$ cat src/rtl/clk_div_bank.sv
// clk_div_bank: NUM_CH programmable clock prescalers with glitch-free divisor reload.
// Optional CLK_DIV_BANK_PHASE_EN adds cfg_phase for fixed inter-channel skew on restart.
module clk_div_bank #(
  parameter int NUM_CH = 4,
  parameter int CNT_W = 32,
  parameter logic [CNT_W-1:0] DEFAULT_DIV = CNT_W'(50_000_000 - 1),
  localparam int CH_W = (NUM_CH > 1) ? $clog2(NUM_CH) : 1
) (
  input  logic              clk_in,
  input  logic              reset,
  input  logic              cfg_valid,
  output logic              cfg_ready,
  input  logic [CH_W-1:0]   cfg_ch,
  input  logic [CNT_W-1:0]  cfg_div,
`ifdef CLK_DIV_BANK_PHASE_EN
  input  logic [CNT_W-1:0]  cfg_phase,
`endif
  input  logic [NUM_CH-1:0] ch_en,
  input  logic              sync_req,
  output logic [NUM_CH-1:0] clk_out,
  output logic [NUM_CH-1:0] tick
);
  logic [NUM_CH-1:0] w_hit, w_pend, w_acc;
  assign cfg_ready = ~|(w_hit & w_pend);
  assign w_acc = {NUM_CH{cfg_valid}} & w_hit & ~w_pend;
  for (genvar c = 0; c < NUM_CH; c++) begin : g_ch
    logic [CNT_W-1:0] r_cnt, r_div, r_pdiv, w_eff_div, w_load;
    logic r_pend, r_clk, r_tick;
    assign w_hit[c] = (cfg_ch == CH_W'(c));
    assign w_pend[c] = r_pend;
    assign clk_out[c] = r_clk;
    assign tick[c] = r_tick;
    assign w_eff_div = r_pend ? r_pdiv : r_div;
`ifdef CLK_DIV_BANK_PHASE_EN
    logic [CNT_W-1:0] r_phase;
    always_ff @(posedge clk_in or posedge reset)
      if (reset) r_phase <= '0;
      else if (w_acc[c]) r_phase <= cfg_phase;
    assign w_load = (r_phase < w_eff_div) ? r_phase : w_eff_div;
`else
    assign w_load = '0;
`endif
    // accept and reload are exclusive: accept needs !r_pend, reload needs r_pend
    always_ff @(posedge clk_in or posedge reset)
      if (reset) begin
        r_cnt <= '0;
        r_div <= DEFAULT_DIV;
        r_pdiv <= '0;
        r_pend <= 1'b0;
        r_clk <= 1'b0;
        r_tick <= 1'b0;
      end else begin
        if (sync_req || !ch_en[c]) begin
          r_cnt <= w_load;
          r_clk <= 1'b0;
          r_tick <= 1'b0;
          if (r_pend) begin
            r_div <= r_pdiv;
            r_pend <= 1'b0;
          end
        end else if (r_cnt == r_div) begin
          r_cnt <= '0;
          r_clk <= ~r_clk;
          r_tick <= 1'b1;
          if (r_pend) begin
            r_div <= r_pdiv;
            r_pend <= 1'b0;
          end
        end else begin
          r_cnt <= r_cnt + 1'b1;
          r_tick <= 1'b0;
        end
        if (w_acc[c]) begin
          r_pdiv <= cfg_div;
          r_pend <= 1'b1;
        end
      end
  end
endmodule
$ cat config.mk
export PLATFORM = sky130hd
export DESIGN_NAME = clk_div_bank
export DESIGN_NICKNAME = d
export VERILOG_FILES = /design/src/rtl/clk_div_bank.sv
export SDC_FILE = /design/constraint.sdc
export NUM_CORES = 1
export LEC_CHECK = 0
export ABC_AREA = 1
export CORE_AREA = 2 2 245 247
export DETAILED_ROUTE_END_ITERATION = 8
export DIE_AREA = 0 0 247 249
export PLACE_DENSITY_LB_ADDON = 0.25
export SKIP_CTS_REPAIR_TIMING = 1
export SYNTH_ARGS = -nofsm -noshare
export SYNTH_HDL_FRONTEND = slang
export SYNTH_SLANG_ARGS = --single-unit
$ cat constraint.sdc
create_clock -name clk_in -period 18.06 [get_ports clk_in]
set_input_delay 4.515 -clock clk_in [delete_from_list [all_inputs] [get_ports clk_in]]
set_output_delay 4.515 -clock clk_in [all_outputs]
set_load 0.005 [all_outputs]
# == After elaboration in Yosys (flattened, before gate mapping) ==
# Index checks and enable logic that the tools add are counted.
# totals
ff_bits,396
word_cells,110
inputBits,42
# op_classes
reduce_logical,19
add_sub_neg,4
n_eq_ne,7
mux,48
bitwise,8
# ops
cell,n
$mux 32,20
$add 32x1->32 const B,4
$eq 32x32->1,4
$mux 1,28
$and 4x4->4,3
$reduce_bool 3->1,4
$reduce_bool 2->1,4
$logic_not 1->1,5
$eq 2x2->1 const B,2
$logic_or 1x1->1,4
$not 1->1,4
$not 4->4,1
$reduce_or 4->1,1
$eq 2x1->1 const B,1
$logic_not 2->1,1

# == Longest topological paths before layout ==
# Gate-level depths: netlist of run 1.
# depth
depth_word,4
ltp_mapped,13
depth_no_buf,12

# == Worst setup path after synthesis of run 1 ==
# OpenSTA, ideal clock, no wires.
# synth_path
path_type,input-to-output
start,in cfg_ch[1]
end,out cfg_ready
path_buffers,0
arrival_ns,4.952
setup_slack_ns,8.593
stages,5
required_ns,13.545
path_cell_list,inv_1 nor2_1 nand2_1 o31ai_1 a221oi_1
# synth_via
elab_chain_len,4
word_cells_on_any_way,7
classes_between,eq/ne: 3; bitwise: 1; reduce/logical: 3
# synth_lines
element,line_no,text
"start, declared",13,"input logic [CH_W-1:0] cfg_ch,"
$eq 2x1->1 (tied with other cells),29,assign w_hit[c] = (cfg_ch == CH_W'(c));
$and 4x4->4 *,24,assign cfg_ready = ~|(w_hit & w_pend);
$reduce_or 4->1 *,24,
$logic_not 1->1 *,24,
"end, declared",12,"output logic cfg_ready,"
# Mark *: on every way between the ends. The rest lies on a longest branch, timed or not.

# == Worst setup path in the final report of run 1 ==
# Same ends and word-level chain as after synthesis.

==> results of run 1 <==
[path summary, 6_finish.rpt]
check	startpoint	end	slack [ns]
max	cfg_ch[1]	cfg_ready	7.45
max reg2reg	g_ch[0].r_div[21]$_DFFE_PP1P_	g_ch[0].r_div[7]$_DFFE_PP0P_	15.19
min	g_ch[3].r_div[14]$_DFFE_PP1P_	g_ch[3].r_div[14]$_DFFE_PP1P_	0.47
max in group asynchronous	reset	g_ch[3].r_cnt[29]$_DFF_PP0_	11.18
min reg2reg	g_ch[3].r_div[14]$_DFFE_PP1P_	g_ch[3].r_div[14]$_DFFE_PP1P_	0.47
min in group asynchronous	reset	g_ch[1].r_pdiv[12]$_DFFE_PP0P_	4.49
[worst min-delay path, cell delays in order, from the launching register on]
cell,delay [ns]
dfstp_2,0.37
nand2_1,0.05
nand2_1,0.04
[sequential cells by signal, summed over array words and instances (netlist names)]
name / cells
g_ch.r_clk: 4
g_ch.r_cnt: 128
g_ch.r_div: 128
g_ch.r_pdiv: 128
g_ch.r_pend: 4
g_ch.r_tick: 4
[layout make-up]
cell class,count,area [um2]
tap,773,967
clock inverter,18,269
fill,5965,36900
antenna,1,2.50
timing repair buffer,61,583
multi-input combinational,1658,7940
inverter,189,717
clock buffer,60,1270
sequential,396,10000
[cells by family (layout without fill, tap and decap cells)]
family | after synthesis | count (layout) | synth area share, %
adder cells (fa/ha/maj) | 4 | 4 | 0.261
other | 0 | 1 | 0
flip-flops | 396 | 396 | 52.1
XOR/XNOR | 159 | 159 | 7.26
buffers and inverters | 278 | 328 | 6.62
AND/OR/NAND/NOR | 1333 | 1333 | 29.4
AO/OA/AOI/OAI | 162 | 162 | 4.33
[power breakdown]
| part | switching, mW | leakage, nW | internal (mW) |
|---|---|---|---|
| Clock | 0.377 | 0.768 | 0.591 |
| Combinational | 0.189 | 3.85 | 0.138 |
| Sequential | 0.106 | 5.02 | 1.06 |
| Total | 0.671 | 9.64 | 1.79 |
[placed cells by master, fill, tap and decap left out, types with 2 or more instances in the layout]
cell type,n
a21oi_1,11
a31oi_1,4
buf_4,11
bufinv_16,7
clkbuf_1,6
clkbuf_16,45
clkbuf_8,9
clkdlybuf4s50_1,50
clkinv_2,10
dfrtp_1,324
dfstp_2,72
ha_1,4
inv_1,186
inv_2,2
nand2_1,733
nand2_2,9
nand2_4,7
nand3_1,182
nand3_2,8
nand3b_1,6
nand4_1,26
nor2_1,268
nor2_2,11
nor2_4,5
nor3_1,66
nor3_2,4
nor4_1,4
o21ai_0,138
o21ai_1,3
o31ai_1,2
xnor2_1,107
xor2_1,52
[through the flow]
stage,utilization (%),cell area [um2],std cells
3_3_place_gp,34.4,20200,3077
4_1_cts,37.1,21700,3155
5_1_grt,37.1,21700,3155
3_5_place_dp,34.4,20200,3077
6_report,37.1,21700,3156
2_1_floorplan,-,19200,2332
[layer usage]
layer	GRT usage, %	vias to the layer above
met4	6.04	0
met5	0	-
met2	26.0	263
met1	23.6	7131
li1	-	7366
met3	2.70	73
==> flow_summary.yaml, run 1 <==
worst_setup_path:
  slowest_delay_ns: 0.56
  path_class: "in -> out"
  path_common_cell: "clkdlybuf4s50_1"
  crit_required_ns: 13.55
  worstPathCellList: "clkdlybuf4s50_1 > inv_1 > nor2_1 > nand2_1 > o31ai_1 > a221oi_1 > clkdlybuf4s50_1"
  critPathTopFamily: "buffers and inverters"
  cp_num_cells: 7
  crit_fanout: 4
  endpoint_kind: "output port"
  cp.arrival_ns: 6.10
  start_kind: "input port"
  critPathBufInv: 3
  r2r_cells: 11
  critPathSlowestCell: "clkdlybuf4s50_1"
detailed_routing:
  viasPerCell: 4.70
  dr.pass1.iters: 7
  drt-met1-wl_um: 23900
  drt_iter0_drc: 1059
  post_drt_wl_per_cell_um: 16.0
  route.detailed.drc: 0
  wl_met3_um: 2200
  top_layer_used: "met4"
  totalWireLength_um: 50500
  ant_nets: 0
  vias: 14800
  dr_wl_met2_um: 23000
clock_network:
  insertion_delay_ns: 0.58
  clk_path_buf_depth: 3
  numCtsBuffers: 43
  clkTransAtPathRegs_ns: 0.06
  htree_levels: 2
  cts_tree: "built"
  root_buffer: "clkbuf_16"
  cts_sinks: 396
global_routing:
  overflow: 0
  grt_pass1_wl_um: 81800
  first_global_vias: 14500
  grt_usage_pct: 16.8
  grt_max_degree: 126
  antenna_found_initial: 2
yosys:
  syn_inst: 2332
  synth_commonest_cells: "733 x nand2_1, 324 x dfrtp_1, 268 x nor2_1"
  synth_edf_count: 0
  postSynthRegisterBits: 396
  async_reset_ff_share_pct: 100
  yosys.area.top_type: "dfrtp_1"
  syn_avg_cell_area_um2: 8.23
  synth.area.top_cells: "dfrtp_1 42%, nand2_1 14%, dfstp_2 9.9%, nor2_1 5.2%, xnor2_1 4.9%"
  yosysMostFrequentCell: "nand2_1"
  synth_ff_type: "dfrtp_1"
  synth_cell_types: 38
  syn-cell-area_um2: 19200
  netlist.area_leader.share_pct: 42.2
  seq_area_frac_synth_pct: 52.1
  synthesis.nets: 2378
  yosysWarnings: 0
sta:
  fin_crit_sh_pct: 58.8
  fin_ws_ns: 7.45
  setup_violations: 0
  hold_ws_ns: 0.470
  clock_skew_ns: 0.0160
  tightest_slew_ns: 1.13
  fmax_mhz: 94.2
  tns_ns: 0
  hold_viol: 0
  min_period_ns: 10.61
  drv_slew: 0
  rsz0062_at_grt: "false"
  slew_headroom_pct: 24.8
status:
  status: "complete, no violations"
layout:
  area_growth_pct: 13.3
  nets: 2395
  drive_gt1_share_pct: 8.61
worst_hold_path:
  holdPathStages: 2
  hold_class: "reg -> reg"
power:
  ir_worst_vdd_mv: 0.0676
  leakage_nw: 9.64
  power.density_nw_per_um2: 113
  total_power_mw: 2.46
place:
  hpwl_um: 33900
  gp_congestion: 0.852
  pre_cts_ws_ns: 7.47
  portBuffers: 50
job:
  max_cap_violations: 0
floorplan:
  core_region_area_um2: 58700
  die_area_um2: 61500
  num_io_pins: 51
  die_x_um: 247
  die_y_um: 249
  start_util_pct: 32.7
  rows: 89
No activity file was read; power rests on OpenSTA's default activity.
==> run 2: changes to the inputs <==
==> constraint.sdc (replaced) <==
create_clock -name clk_in -period 9.5 [get_ports clk_in]
set_input_delay 2.375 -clock clk_in [delete_from_list [all_inputs] [get_ports clk_in]]
set_output_delay 2.375 -clock clk_in [all_outputs]
set_load 0.005 [all_outputs]
==> flow_summary.yaml, run 2 (synthesis results as in run 1) <==
place:
  dp_cells: 3074
  gp_congestion: 0.837
  pre_cts_ws_ns: 3.20
  place_area_um2: 20200
  hpwl_um: 32700
  portBuffers: 50
detailed_routing:
  viasPerCell: 4.63
  totalWireLength_um: 49300
  ant_nets: 0
  dr.pass1.iters: 5
  vias: 14600
  post_drt_wl_per_cell_um: 15.6
  route.detailed.drc: 0
  drt_iter0_drc: 1022
sta:
  fin_crit_sh_pct: 66.5
  fin_ws_ns: 3.18
  drv_slew: 0
  hold_ws_ns: 0.469
  clock_skew_ns: 0.0158
  setup_violations: 0
  hold_viol: 0
  slew_headroom_pct: 20.5
  min_period_ns: 6.32
  tightest_slew_ns: 1.19
  tns_ns: 0
  rsz0062_at_grt: "false"
  fmax_mhz: 158
layout:
  num-fill-cells: 5984
  multi_input_area_um2: 7940
  seq_area_um2: 10000
  nets: 2394
  drive_gt1_share_pct: 8.43
  final_common_cell: "nand2_1"
  fin_util_pct: 37.0
  final_cell_mix: "733 x nand2_1, 324 x dfrtp_1, 268 x nor2_1"
  reg_top3: "g_ch.r_cnt (128), g_ch.r_div (128), g_ch.r_pdiv (128)"
  fin_area_um2: 21700
  final_cells: 3159
  area_growth_pct: 13.3
global_routing:
  first_global_vias: 14500
  grtUsageMet1_pct: 23.3
  antenna_found_initial: 6
  grtUsageMet2_pct: 25.6
  grt_pass1_wl_um: 80300
  top_usage_layer: "met2"
  grt_usage_pct: 16.4
  overflow: 0
  grt_max_degree: 165
  grt.met3_usage_pct: 2.41
power:
  ir_worst_vdd_mv: 0.137
  total_power_mw: 4.62
  power.density_nw_per_um2: 213
  leakage_nw: 9.61
worst_hold_path:
  hold_class: "reg -> reg"
worst_setup_path:
  start_kind: "input port"
  path_common_cell: "clkdlybuf4s50_1"
  crit_required_ns: 7.13
  critPathSlowestCell: "clkdlybuf4s50_1"
  crit_fanout: 4
  cp.arrival_ns: 3.94
  critPathTopFamily: "buffers and inverters"
  slowest_delay_ns: 0.55
  worstPathCellList: "clkdlybuf4s50_1 > inv_1 > nor2_1 > nand2_1 > o31ai_1 > a221oi_1 > clkdlybuf4s50_1"
  endpoint_kind: "output port"
  path_class: "in -> out"
  critPathBufInv: 3
clock_network:
  htree_levels: 2
  cts_sinks: 396
  root_buffer: "clkbuf_16"
  numCtsBuffers: 45
  cts_tree: "built"
  clk_path_buf_depth: 3
  clkTransAtPathRegs_ns: 0.06
  insertion_delay_ns: 0.58
floorplan:
  die_x_um: 247
  start_util_pct: 32.7
  rows: 89
  die_area_um2: 61500
  num_io_pins: 51
  core_region_area_um2: 58700
  die_y_um: 249
status:
  status: "complete, no violations"
job:
  max_cap_violations: 0
run 2: where the power goes:
part | switching, mW | internal, mW | total (mW) | leakage, nW
registers | 0.193 | 2.02 | 2.21 | 5.02
clock network | 0.712 | 1.08 | 1.79 | 0.755
logic | 0.358 | 0.263 | 0.622 | 3.84
run 2: area by class of cell:
| type | instances | area share (%) |
|---|---|---|
| Sequential cell | 396 | 46.0 |
| Multi-Input combinational cell | 1658 | 36.5 |
| Clock buffer | 72 | 6.40 |
| Tap cell | 773 | 4.45 |
| Inverter | 189 | 3.28 |
| Timing Repair Buffer | 58 | 2.69 |
| Clock inverter | 12 | 0.650 |
| Antenna cell | 1 | 0.0115 |
run 2: path summary, 6_finish.rpt:
check                                              startpoint                              to  slack [ns]  cells past startpoint
max in group asynchronous                               reset  g_ch[3].r_pdiv[16]$_DFFE_PP0P_        5.42                      4
min in group asynchronous                               reset      g_ch[1].r_cnt[1]$_DFF_PP0_        2.30                      3
worst max register to register  g_ch[0].r_div[25]$_DFFE_PP1P_    g_ch[0].r_div[9]$_DFFE_PP0P_        6.69                     10
worst min register to register  g_ch[0].r_div[14]$_DFFE_PP1P_   g_ch[0].r_div[14]$_DFFE_PP1P_        0.47                      2
worst max-delay path                                cfg_ch[1]                       cfg_ready        3.18                      7
worst min-delay path            g_ch[0].r_div[14]$_DFFE_PP1P_   g_ch[0].r_div[14]$_DFFE_PP1P_        0.47                      2
run 2: worst register-to-register path, cell delays in order (launching register included):
cell and delay (ns):
dfstp_2 0.55, xnor2_1 0.11, nand2_1 0.07, nor2_1 0.11, nand2_1 0.07, nor2_1 0.15, nand2_2 0.14, nand2_4 0.57
nand2_2 0.66, nand2_1 0.20, nand2_1 0.06
run 2: layer usage:
metal  routed length (um)  up-vias
met3                 2410       79
li1                     -     7374
met5                    0        -
met2                22200      261
met4                 1440        0
met1                23200     6919
==> run 3: changes to the inputs <==
==> constraint.sdc (replaced) <==
create_clock -name clk_in -period 6.4 [get_ports clk_in]
set_input_delay 1.6 -clock clk_in [delete_from_list [all_inputs] [get_ports clk_in]]
set_output_delay 1.6 -clock clk_in [all_outputs]
set_load 0.005 [all_outputs]
==> flow_summary.yaml, run 3 (synthesis results as in run 1) <==
status:
  status: "complete, no violations"
worst_setup_path:
  start_kind: "input port"
  r2r_cells: 10
  crit_required_ns: 4.80
  r2r-start: "g_ch[0].r_div[3]$_DFFE_PP1P_"
  cp.arrival_ns: 3.20
  path_class: "in -> out"
  worstReg2RegEnd: "g_ch[0].r_div[26]$_DFFE_PP0P_"
  rrSetupSlack_ns: 3.65
  startpoint: "cfg_ch[1]"
  crit_fanout: 4
  endpoint_kind: "output port"
layout:
  final_cells: 3163
  reg_top3: "g_ch.r_cnt (128), g_ch.r_div (128), g_ch.r_pdiv (128)"
  final_common_cell: "nand2_1"
  seq_area_um2: 10000
  drive_gt1_share_pct: 8.77
  fin_area_um2: 21800
  num-fill-cells: 5980
  area_growth_pct: 13.5
  nets: 2394
  multi_input_area_um2: 7940
  final_cell_mix: "733 x nand2_1, 324 x dfrtp_1, 268 x nor2_1"
detailed_routing:
  post_drt_wl_per_cell_um: 15.5
  route.detailed.drc: 0
  ant_nets: 0
  drt_iter0_drc: 946
  dr.pass1.iters: 5
  viasPerCell: 4.64
  vias: 14700
  totalWireLength_um: 49200
clock_network:
  root_buffer: "clkbuf_16"
  numCtsBuffers: 44
  clkTransAtPathRegs_ns: 0.06
  insertion_delay_ns: 0.60
  cts_sinks: 396
  htree_levels: 2
  cts_tree: "built"
  clk_path_buf_depth: 3
floorplan:
  rows: 89
  die_x_um: 247
  start_util_pct: 32.7
  core_region_area_um2: 58700
  num_io_pins: 51
  die_y_um: 249
  die_area_um2: 61500
power:
  ir_worst_vdd_mv: 0.218
  power.density_nw_per_um2: 318
  leakage_nw: 9.63
job:
  max_cap_violations: 0
sta:
  slew_headroom_pct: 21.3
  clock_skew_ns: 0.0255
  tightest_slew_ns: 1.18
  min_period_ns: 4.80
  fmax_mhz: 209
  hold_viol: 0
  fin_crit_sh_pct: 74.9
  setup_violations: 0
  rsz0062_at_grt: "false"
  drv_slew: 0
global_routing:
  antenna_found_initial: 3
  first_global_vias: 14400
  grt_max_degree: 171
  grt_pass1_wl_um: 80300
  overflow: 0
  grt_usage_pct: 16.4
place:
  dp_cells: 3075
  hpwl_um: 32800
  place_area_um2: 20200
  gp_congestion: 0.876
  portBuffers: 50
worst_hold_path:
  hold_class: "reg -> reg"
  hold_start: "g_ch[3].r_div[21]$_DFFE_PP1P_"
  holdPathStages: 2
  hold_path_end: "g_ch[3].r_div[21]$_DFFE_PP1P_"
-- run 3: per-layer routing --
metal	vias to the layer above	track usage [%]	share of wire, %
li1	7376	-	-
met1	6970	23.5	48
met2	237	25.3	45
met3	78	2.36	4.1
met4	0	5.71	3.0
met5	-	0	0
-- run 3: cell type report --
class / count / share of cell area [%]
flip-flops and latches: 396 / 45.9
inverters: 189 / 3.27
diodes: 6 / 0.0689
clock inverters: 28 / 1.68
well taps: 773 / 4.44
multi-input cells: 1658 / 36.4
clock buffers: 54 / 5.50
repair buffers: 59 / 2.72
-- run 3: worst max-delay path by stage --
| stage | endpoint |
|---|---|
| 6_report | cfg_ready |
| 4_1_cts | cfg_ready |
| 3_5_place_dp | cfg_ready |
| 5_1_grt | cfg_ready |
| 3_3_place_gp | cfg_ready |
| 2_1_floorplan | g_ch[0].r_clk$_DFFE_PP0P_ |
-- run 3: power breakdown --
group | internal (mW) | switching [mW] | total (mW)
Combinational | 0.391 | 0.526 | 0.917
Clock | 1.63 | 1.11 | 2.74
Sequential | 2.99 | 0.293 | 3.28
-- run 3: worst max-delay path: stages --
cell,delay [ns]
clkdlybuf4s50_1,0.48
inv_1,0.12
nor2_1,0.07
nand2_1,0.06
o31ai_1,0.08
a221oi_1,0.23
clkdlybuf4s50_1,0.56
-- run 3: per-stage QoR --
stage / total power, mW / setup TNS, ns / hold WS (ns) / utilization [%] / setup slack (ns)
floorplan: 3.98 / -152.62 / 0.449 / - / -0.471
global placement: 4.22 / 0 / 0.459 / 34.4 / 1.67
detailed placement: 4.26 / 0 / 0.463 / 34.4 / 1.62
CTS: 7.04 / 0 / 0.473 / 37.1 / 1.59
global route: 7.35 / 0 / 0.481 / 37.1 / 1.52
finish: 6.94 / 0 / 0.470 / 37.1 / 1.60
